### config.mk
export PLATFORM = sky130hd
export DESIGN_NAME = cpu_fetch_align
export DESIGN_NICKNAME = d
export VERILOG_FILES = /design/src/rtl/cpu_fetch_align_pkg.sv /design/src/rtl/cpu_fetch_align_queue.sv /design/src/rtl/cpu_fetch_align.sv
export SDC_FILE = /design/constraint.sdc
export NUM_CORES = 1
export LEC_CHECK = 0
export CAP_MARGIN = 20
export CORE_UTILIZATION = 45
export DETAILED_ROUTE_END_ITERATION = 7
export PLACE_DENSITY = 0.66
export SLEW_MARGIN = 20
export SYNTH_ARGS = -nofsm -noshare
export SYNTH_HDL_FRONTEND = slang
export SYNTH_SLANG_ARGS = --single-unit
export TNS_END_PERCENT = 5
### constraint.sdc
create_clock -name clk_i -period 5.6 [get_ports clk_i]
set_clock_uncertainty 0.2 [all_clocks]
set_input_delay 1.12 -clock clk_i [delete_from_list [all_inputs] [get_ports clk_i]]
set_output_delay 1.12 -clock clk_i [all_outputs]
set_load 0.005 [all_outputs]
### src/rtl/cpu_fetch_align_pkg.sv
// ----------------------------------------------------------------------------
// cpu_fetch_align_pkg
// Definitions shared by the fetch/align stage and the decode stage:
//   RESET_VECTOR_DEF  default fetch address after reset
//   QUEUE_DEPTH_DEF   default halfword queue capacity
//   fetch_state_t     states of the instruction-memory request FSM
//   is_long_insn()    length predecode on the opcode high byte
// ----------------------------------------------------------------------------
package cpu_fetch_align_pkg;

  localparam logic [31:0] RESET_VECTOR_DEF = 32'h0000_1000;
  localparam int          QUEUE_DEPTH_DEF  = 8;

  typedef enum logic [1:0] {
    FS_IDLE = 2'd0,
    FS_REQ  = 2'd1,
    FS_DROP = 2'd2
  } fetch_state_t;

  // True when the opcode carries a 32-bit immediate in the next two
  // halfwords. Form-2/3 opcodes (bit 15 set) never match and stay short.
  function automatic logic is_long_insn(input logic [7:0] op_hi);
    logic w_long;
    case (op_hi)
      8'h01, 8'h03, 8'h08, 8'h09, 8'h0C, 8'h0D, 8'h1A, 8'h1B, 8'h1D,
      8'h1F, 8'h20, 8'h22, 8'h24, 8'h36, 8'h37, 8'h38, 8'h39:
        w_long = 1'b1;
      default:
        w_long = 1'b0;
    endcase
    return w_long;
  endfunction

endpackage

### src/rtl/cpu_fetch_align_queue.sv
// ----------------------------------------------------------------------------
// fetch_halfword_queue
// Circular buffer of DEPTH x 16-bit halfwords between the instruction-memory
// interface and the issue logic. Up to two halfwords enter and 0/1/3 leave
// per cycle; the three oldest entries are always visible for assembly.
//
// Ports:
//   i_clk       clock
//   i_rst       synchronous active-high reset
//   i_clr       synchronous clear (flush), empties the queue
//   i_push_cnt  halfwords written this cycle (0..2)
//   i_push_hw0  first (lower-address) halfword written
//   i_push_hw1  second halfword, written only when i_push_cnt == 2
//   i_pop_cnt   halfwords retired this cycle (0, 1 or 3)
//   o_count     occupancy, 0..DEPTH
//   o_hw0..2    oldest three entries (undefined beyond o_count)
// ----------------------------------------------------------------------------
module fetch_halfword_queue
  import cpu_fetch_align_pkg::*;
#(
  parameter  int DEPTH = QUEUE_DEPTH_DEF,
  localparam int AW    = $clog2(DEPTH)
) (
  input  logic          i_clk,
  input  logic          i_rst,
  input  logic          i_clr,
  input  logic [1:0]    i_push_cnt,
  input  logic [15:0]   i_push_hw0,
  input  logic [15:0]   i_push_hw1,
  input  logic [1:0]    i_pop_cnt,
  output logic [AW:0]   o_count,
  output logic [15:0]   o_hw0,
  output logic [15:0]   o_hw1,
  output logic [15:0]   o_hw2
);

  logic [15:0]   r_mem [DEPTH];
  logic [AW-1:0] r_rd_ptr;
  logic [AW-1:0] r_wr_ptr;
  logic [AW:0]   r_count;

  logic [AW-1:0] w_wr_ptr1;
  logic [AW-1:0] w_rd_ptr1;
  logic [AW-1:0] w_rd_ptr2;

  // DEPTH is a power of two, so pointer arithmetic wraps on its own.
  always_comb begin
    w_wr_ptr1 = r_wr_ptr + AW'(1);
    w_rd_ptr1 = r_rd_ptr + AW'(1);
    w_rd_ptr2 = r_rd_ptr + AW'(2);
  end

  always_ff @(posedge i_clk) begin
    if (!i_clr) begin
      if (i_push_cnt != 2'd0) r_mem[r_wr_ptr]  <= i_push_hw0;
      if (i_push_cnt == 2'd2) r_mem[w_wr_ptr1] <= i_push_hw1;
    end
  end

  always_ff @(posedge i_clk) begin
    if (i_rst || i_clr) begin
      r_rd_ptr <= '0;
      r_wr_ptr <= '0;
      r_count  <= '0;
    end else begin
      r_wr_ptr <= r_wr_ptr + AW'(i_push_cnt);
      r_rd_ptr <= r_rd_ptr + AW'(i_pop_cnt);
      r_count  <= r_count + (AW+1)'(i_push_cnt) - (AW+1)'(i_pop_cnt);
    end
  end

  assign o_count = r_count;
  assign o_hw0   = r_mem[r_rd_ptr];
  assign o_hw1   = r_mem[w_rd_ptr1];
  assign o_hw2   = r_mem[w_rd_ptr2];

endmodule

### src/rtl/cpu_fetch_align.sv
// ----------------------------------------------------------------------------
// cpu_fetch_align
// Instruction fetch and alignment. Requests big-endian 32-bit words, splits
// them into halfwords in fetch_halfword_queue, and issues 16-bit or 48-bit
// moxie instructions (opcode + 32-bit immediate) with their PC to decode.
//
// Ports:
//   clk_i, rst_i        clock, synchronous active-high reset
//   stall_i             downstream stall: outputs hold, nothing is popped
//   flush_i, newpc_i    redirect; all buffered and in-flight data discarded
//   imem_adr_o          word address of the outstanding request
//   imem_req_o          request, held until imem_ack_i
//   imem_ack_i          imem_dat_i valid this cycle
//   imem_dat_i          fetched word, [31:16] is the lower-address halfword
//   opcode_o            instruction halfword
//   operand_o           immediate of a long instruction, else 0
//   valid_o             outputs hold a real instruction
//   PC_o                address of opcode_o
//
// Request FSM:
//   state   | meaning
//   FS_IDLE | no request outstanding
//   FS_REQ  | request outstanding, returned word goes into the queue
//   FS_DROP | request outstanding across a flush, returned word is discarded
// ----------------------------------------------------------------------------
module cpu_fetch_align
  import cpu_fetch_align_pkg::*;
#(
  parameter logic [31:0] RESET_VECTOR = RESET_VECTOR_DEF,
  parameter int          QUEUE_DEPTH  = QUEUE_DEPTH_DEF
) (
  input  logic        clk_i,
  input  logic        rst_i,
  input  logic        stall_i,
  input  logic        flush_i,
  input  logic [31:0] newpc_i,
  output logic [31:0] imem_adr_o,
  output logic        imem_req_o,
  input  logic        imem_ack_i,
  input  logic [31:0] imem_dat_i,
  output logic [15:0] opcode_o,
  output logic [31:0] operand_o,
  output logic        valid_o,
  output logic [31:0] PC_o
);

  localparam int          QW      = $clog2(QUEUE_DEPTH);
  localparam logic [QW:0] DEPTH_W = (QW+1)'(QUEUE_DEPTH);

  fetch_state_t r_state;
  logic         r_req;
  logic [31:0]  r_req_adr;
  logic [31:0]  r_fetch_adr;
  logic         r_drop_first;
  logic [31:0]  r_head_pc;
  logic         r_valid;
  logic [15:0]  r_opcode;
  logic [31:0]  r_operand;
  logic [31:0]  r_pc;

  logic [QW:0]  w_count;
  logic [15:0]  w_hw0;
  logic [15:0]  w_hw1;
  logic [15:0]  w_hw2;
  logic         w_ack;
  logic         w_accept;
  logic [1:0]   w_push_cnt;
  logic [15:0]  w_push_hw0;
  logic         w_head_long;
  logic         w_head_ok;
  logic         w_issue;
  logic [1:0]   w_pop_cnt;
  logic [QW:0]  w_free_after;
  logic         w_slot_free;
  logic         w_launch;
  logic [31:0]  w_fetch_nxt;

  fetch_halfword_queue #(
    .DEPTH (QUEUE_DEPTH)
  ) u_queue (
    .i_clk      (clk_i),
    .i_rst      (rst_i),
    .i_clr      (flush_i),
    .i_push_cnt (w_push_cnt),
    .i_push_hw0 (w_push_hw0),
    .i_push_hw1 (imem_dat_i[15:0]),
    .i_pop_cnt  (w_pop_cnt),
    .o_count    (w_count),
    .o_hw0      (w_hw0),
    .o_hw1      (w_hw1),
    .o_hw2      (w_hw2)
  );

  always_comb begin
    // An ack with no request outstanding (e.g. one abandoned by reset) is
    // not ours and is ignored.
    w_ack    = imem_ack_i && r_req;
    w_accept = w_ack && (r_state == FS_REQ) && !flush_i;

    // After a redirect to an odd-halfword address the first word's upper
    // halfword precedes the target and is skipped.
    w_push_cnt = 2'd0;
    if (w_accept) w_push_cnt = r_drop_first ? 2'd1 : 2'd2;
    w_push_hw0 = r_drop_first ? imem_dat_i[15:0] : imem_dat_i[31:16];

    w_head_long = is_long_insn(w_hw0[15:8]);
    w_head_ok   = w_head_long ? (w_count >= (QW+1)'(3)) : (w_count >= (QW+1)'(1));
    w_issue     = !stall_i && !flush_i && w_head_ok;
    w_pop_cnt   = 2'd0;
    if (w_issue) w_pop_cnt = w_head_long ? 2'd3 : 2'd1;

    // Occupancy never exceeds DEPTH, so this cannot underflow. A new
    // request is only launched when a whole word is guaranteed to fit.
    if (flush_i) w_free_after = DEPTH_W;
    else         w_free_after = DEPTH_W - w_count - (QW+1)'(w_push_cnt) + (QW+1)'(w_pop_cnt);

    if (flush_i)       w_fetch_nxt = newpc_i & 32'hFFFF_FFFC;
    else if (w_accept) w_fetch_nxt = r_fetch_adr + 32'd4;
    else               w_fetch_nxt = r_fetch_adr;

    w_slot_free = !r_req || w_ack;
    w_launch    = w_slot_free && (w_free_after >= (QW+1)'(2));
  end

  always_ff @(posedge clk_i) begin
    if (rst_i) begin
      r_state      <= FS_IDLE;
      r_req        <= 1'b0;
      r_req_adr    <= RESET_VECTOR;
      r_fetch_adr  <= RESET_VECTOR;
      r_drop_first <= 1'b0;
      r_head_pc    <= RESET_VECTOR;
      r_valid      <= 1'b0;
      r_opcode     <= 16'h0000;
      r_operand    <= 32'h0000_0000;
      r_pc         <= 32'h0000_0000;
    end else begin
      r_fetch_adr <= w_fetch_nxt;

      if (w_launch) begin
        r_state   <= FS_REQ;
        r_req     <= 1'b1;
        r_req_adr <= w_fetch_nxt;
      end else if (r_req && !w_ack) begin
        // Address and request hold until the memory answers; a flush only
        // marks the answer as stale.
        if (flush_i) r_state <= FS_DROP;
      end else begin
        r_state <= FS_IDLE;
        r_req   <= 1'b0;
      end

      if (flush_i)                     r_drop_first <= newpc_i[1];
      else if (w_accept && r_drop_first) r_drop_first <= 1'b0;

      if (flush_i) begin
        r_head_pc <= newpc_i & 32'hFFFF_FFFE;
        r_valid   <= 1'b0;
      end else if (!stall_i) begin
        if (w_issue) begin
          r_head_pc <= r_head_pc + (w_head_long ? 32'd6 : 32'd2);
          r_valid   <= 1'b1;
          r_opcode  <= w_hw0;
          r_operand <= w_head_long ? {w_hw1, w_hw2} : 32'h0000_0000;
          r_pc      <= r_head_pc;
        end else begin
          r_valid <= 1'b0;
        end
      end
    end
  end

  assign imem_req_o = r_req;
  assign imem_adr_o = r_req_adr;
  assign valid_o    = r_valid;
  assign opcode_o   = r_opcode;
  assign operand_o  = r_operand;
  assign PC_o       = r_pc;

endmodule
Word-level counts from Yosys, hierarchy flattened

Memory sizes are Yosys's and may differ from the RTL's. A register that Yosys moved wholly into a read port is not among the register bits.
Cells that the tools add are included.

Bits in registers: 191
Bits in latches: 0
Memory bits (writable): 128
Bits in read-only memories: 64
Output and inout port bits: 114
Logic and storage cells: 93
Memories: 2

Memories:

| memory          | depth | width | rd ports | clocked after memory_dff | wr ports | line                        | RTL |
|---|---|---|---|---|---|---|---|
| u_queue.r_mem   | 8     | 16    | 3        | 1                        | 2        | cpu_fetch_align_queue.sv:37 | `logic [15:0] r_mem [DEPTH];` |
| (no name shown) | 64    | 1     | 1        | 0                        | 0        | cpu_fetch_align_pkg.sv:24   | `case (op_hi)` |

Add/sub/neg operators: 12
Multiply operators: 0
Divide/modulo/power cells: 0
Magnitude comparators: 3
Equal/unequal tests: 5
Shifts and indexed selects: 0
Multiplexer cells: 30
Bitwise gates (word level): 3
Reduce and logical (&&, ||, !) cells: 23

Operators by type and width:

| kind                  | number |
|---|---|
| $mux 32               | 6 |
| $add 32x3->32         | 1 |
| $add 32x3->32 const B | 1 |
| $mux 1                | 16 |
| $mux 16               | 1 |
| $add 4x2->4           | 2 |
| $ge 4x2->1 const B    | 2 |
| $logic_and 1x1->1     | 8 |
| $mux 2                | 4 |
| $sub 4x2->4           | 2 |
| $add 3x1->3 const B   | 2 |
| $add 3x2->3           | 2 |
| $mux 3                | 2 |
| $reduce_bool 2->1     | 3 |
| $ge 4x1->1 const B    | 1 |
| $logic_not 1->1       | 4 |
| $mux 4                | 1 |
| $reduce_and 2->1      | 2 |
| $sub 4x4->4 const A   | 1 |
| $add 3x2->3 const B   | 1 |
| $ne 3x3->1 const B    | 1 |
| $not 1->1             | 3 |
| $reduce_and 3->1      | 1 |
| $reduce_or 3->1       | 1 |
| 7 further kinds       | 8 |

Logic depth before layout (Yosys ltp)

Word-level depth: 10
Mapped depth: 23
Mapped depth without buffers: 15

Hierarchy

From an unflattened synthesis, not the netlist that was laid out.

Cells, all modules: 1384
Area, all modules: 16472.0 um^2

By module, submodules not included:

| module               | times used | cells an instance | area an instance (um^2) |
|---|---|---|---|
| fetch_halfword_queue | 1          | 498               | 8664.6 |
| cpu_fetch_align      | 1          | 886               | 7807.5 |

Worst setup path before layout

OpenSTA, ideal clock, no wires.

Path kind: reg2reg
From: reg u_queue.r_rd_ptr[1] (netlist name)
To: reg r_req_adr[0] (netlist: imem_adr_o[0])
Arrival time: 5.180 ns
Slack: 0.100 ns
Cell stages (with the launch flop): 23
Clock period less this slack: 5.500 ns
Path through: dfxtp_1 buf_6 buf_6 mux4_2 mux2i_2 xor2_1 a311oi_2 nor4_1 or4_1 buf_2 buf_6 buf_6 clkbuf_1 fa_1 fa_1 xor2_1 a22o_1 nand2_1 o41ai_1 nor2_1 clkbuf_1 a311oi_1 o21bai_1

RTL lines:

| element              | line                   | RTL |
|---|---|---|
| end signal, assigned | cpu_fetch_align.sv:143 | `r_req_adr <= w_fetch_nxt;` |
| end, declared        | cpu_fetch_align.sv:52  | `logic [31:0] r_req_adr;` |

==> results by group <==
Routing
  – Routed vias: 14660
  – First drt pass iteration count: 5
  – Number of DRC markers in iteration 0: 1596
  – Post-DRT Antenna Nets: 0
  – Drt total wl: 51.41 mm
  – WL/cell: 21.23 microns
  – Vias per inst: 6.055
  – DRC: 0

Power
  – Max VDD drop: 0.1804 mV
  – Clk pwr share: 42.3%
  – Sw frac: 25.50%
  – Tot Pwr: 5.689 mW
  – Logic pwr share: 12.6%
  – Net switching power: 1.451 mW
  – Pwr dens: 277.0 mW/mm^2
  – Internal Dissipation: 4.238 mW
  – Leak: 7.056 nW
  – Flop pwr share: 45.1%

Floorplanning
  – I/O pins: 183
  – Row Count: 71
  – Core area: 0.03749 sq mm
  – Die area: 0.03875 sq mm
  – Die H: 196.9 microns
  – Initial Util: 45.58%
  – Die Wd: 196.9 microns

Layout
  – Final nets: 1976
  – Layout area overhead: 20.20%
  – Fraction of layout cells with a size suffix above 1: 12.72%
  – Diodes inserted: 0

GRT
  – First-pass GRT wire length: 78.05 mm
  – Initial antenna violation count: 0
  – Pin count of the biggest net entering global routing: 79
  – GRT overflow: 0
  – Vias in the first global route: 13720
  – GRT Resource Usage Total: 26.01%

Job
  – Max-cap violation count: 0

Clock network
  – # Post-CTS Setup Buffers: 0
  – Clock sinks: 317
  – Clk slew on worst S/H paths: 60 ps
  – Worst-skew pair later-pin latency: 540 ps
  – Clock buffers created by TritonCTS: 36
  – CTS Hold Buffers Added: 0
  – Clk root buf: clkbuf_16
  – Max Buffers Root-to-Sink: 3
  – CTS H-tree depth: 2
  – CTS tree: done

STA
  – Final worst path period need: 5332 ps
  – RSZ-0062 raised after global routing: false
  – Final Hold Viols: 0
  – Slew Viols, Final: 0
  – Slew headroom: 26.45%
  – Period utilization: 95.22%
  – Worst-Margin Slew: 1097 ps
  – Max Clock Freq: 187.5 MHz
  – Setup TNS: 0 ps
  – Final Setup Violations: 0

Yosys
  – Mapped Area: 0.01709 sq mm
  – Post-synth EDFFs: 128
  – Avg Cell Area, Syn: 9.642 sq um
  – Seq/Total Area, Yosys: 44.64%
  – Compound-Gate Fraction of Synth Area: 15.13%
  – Synth cell types: 64
  – Syn Nets: 1862
  – Primary FF master, synth: dfxtp_1
  – Synth Area in XOR/XNOR: 1.794%
  – Largest family of logic cells by synthesized area: simple AND/OR/NAND/NOR gates
  – Post-Syn Instances: 1772
  – Post-synth ARST share: 0%
  – Syn. warnings: 0
  – Adder-Cell Fraction of Synth Area: 1.845%
  – Post-synthesis mux area share: 13.57%
  – Synth Register Bits: 317
  – Synth Area in Simple Gates: 18.26%

Critical path
  – Setup crit end kind: flop
  – Worst reg2reg path endpoint: imem_adr_o[17]
  – CP arrival: 5590 ps
  – Startpoint types: flop
  – Critical Path End: imem_adr_o[17]
  – R2r startpoint: u_queue.r_rd_ptr[1]
  – Reg2Reg Setup Slack: 270 ps
  – CP startpoint: u_queue.r_rd_ptr[1]
  – Req. time, crit path: 5860 ps
  – Worst reg2reg path depth: 13
  – Crit path kind: reg -> reg
  – Largest fanout on the critical path: 34

Placed design
  – I/O Buffers: 180
  – DPL Wire Length: 34.37 mm
  – GP Congestion: 0.9057

Worst hold path
  – Hold Path Depth: 2
  – Worst Hold Class: reg -> reg

Status
  – Status: finished, final reports clean
## layout by cell type (no fill, tap or decap), types with 35 or more instances in the layout
cell and count:
and3_1 35, edfxtp_1 128, a21oi_1 180, inv_1 36, clkdlybuf4s50_1 178, buf_4 53
clkbuf_16 37, dfxtp_1 187, mux4_2 83, nor2_1 221, nand2_1 210, nand4_1 41
nand3_1 58
## metal layers
metal  track usage (%)  vias up  wire [microns]
li1                  -     6782               -
met1             32.97     7117           20540
met2             45.40      668           25630
met3             3.782       92            3769
met4             8.728        0            1467
met5                 0        -               0
## cell usage after synthesis (24+ instances only)
| cell type | count | area share, % |
|---|---|---|
| mux4_2 | 83 | 11 |
| nand4_1 | 41 | 1.5 |
| o21ai_0 | 29 | 0.85 |
| nand2_1 | 210 | 4.6 |
| inv_1 | 37 | 0.81 |
| nor2b_1 | 30 | 1.1 |
| buf_1 | 35 | 0.77 |
| dfxtp_1 | 189 | 22 |
| nor2_1 | 222 | 4.9 |
| clkbuf_1 | 97 | 2.1 |
| nand3_1 | 58 | 1.7 |
| edfxtp_1 | 128 | 22 |
| a222oi_1 | 24 | 1.4 |
| a22oi_1 | 33 | 1.4 |
| and3_1 | 35 | 1.3 |
| a21oi_1 | 180 | 5.3 |
## worst max-delay path, cell delays in order, from the launching register on
cell and delay [ps]:
dfxtp_1 360, buf_12 230, mux4_2 550, mux2i_4 310, xor2_1 130, a311oi_2 400, nor4_1 110, or4_4 510
fa_1 490, fa_1 510, a21oi_1 860, buf_4 360, a222oi_1 90, nand3_1 120
## layout make-up
type,count,area [sq um]
timing repair buffer,233,2205
inverter,38,143.9
clock inverter,21,209.0
clock buffer,41,970.9
sequential,317,7632
multi-input combinational,1260,8737
tap,511,639.4
fill,3313,16950
## worst min-delay path by stage
| stage | slack (ps) | start | endpoint |
|---|---|---|---|
| after floorplan | 230 | r_fetch_adr[0] | r_fetch_adr[0] |
| after global placement | 240 | r_fetch_adr[1] | r_fetch_adr[1] |
| after detailed placement | 240 | r_fetch_adr[0] | r_fetch_adr[0] |
| after CTS | 260 | PC_o[21] | PC_o[21] |
| after global routing | 270 | PC_o[11] | PC_o[11] |
| final | 250 | PC_o[20] | PC_o[20] |
## power by group through the flow
| stage | Clock (mW) | Sequential (mW) | Combinational (mW) |
|---|---|---|---|
| 6_report | 2.41 | 2.56 | 0.719 |
| 5_1_grt | 2.52 | 2.57 | 0.779 |
| 4_1_cts | 2.43 | 2.56 | 0.714 |
| 3_5_place_dp | 0 | 2.61 | 0.710 |
| 3_3_place_gp | 0 | 2.61 | 0.697 |
| 2_1_floorplan | 0 | 2.60 | 0.428 |
## state kept, by name, indices dropped and copies added, names as in the netlist, 2 cells and up
register,count
u_queue.r_mem,128
operand_o,32
r_fetch_adr,32
opcode_o,16
r_state,2
u_queue.o_count,4
imem_adr_o,32
PC_o,31
u_queue.r_wr_ptr,3
u_queue.r_rd_ptr,3
r_head_pc,31
## kinds of logic (layout without fill, tap and decap cells)
family	Yosys count	after routing
DFF	317	317
xor gates and xnor gates	35	35
and+or+nand+nor	679	679
buffers and inverters	195	333
muxes	124	124
adders and majority gates	21	21
AOI/OAI and AO/OA	400	400
other	1	1
## through the flow
step / instance area (sq um) / setup slack, ps / util [%] / instances / hold slack (ps)
floorplan: 17090 / 100.5 / - / 1772 / 228.3
global placement: 19340 / 289.2 / 51.58 / 2359 / 243.8
detailed placement: 19340 / 111.0 / 51.58 / 2359 / 244.5
CTS: 20520 / 88.50 / 54.73 / 2421 / 257.0
global route: 20540 / 1.710 / 54.78 / 2421 / 272.4
finish: 20540 / 267.7 / 54.78 / 2421 / 254.2
## repair_timing
action                     CTS  global route
setup endpoints to repair    0            30
hold endpoints to repair     0             0
resized for setup            0             4
Note: power is estimated with default switching activity, not from simulation.
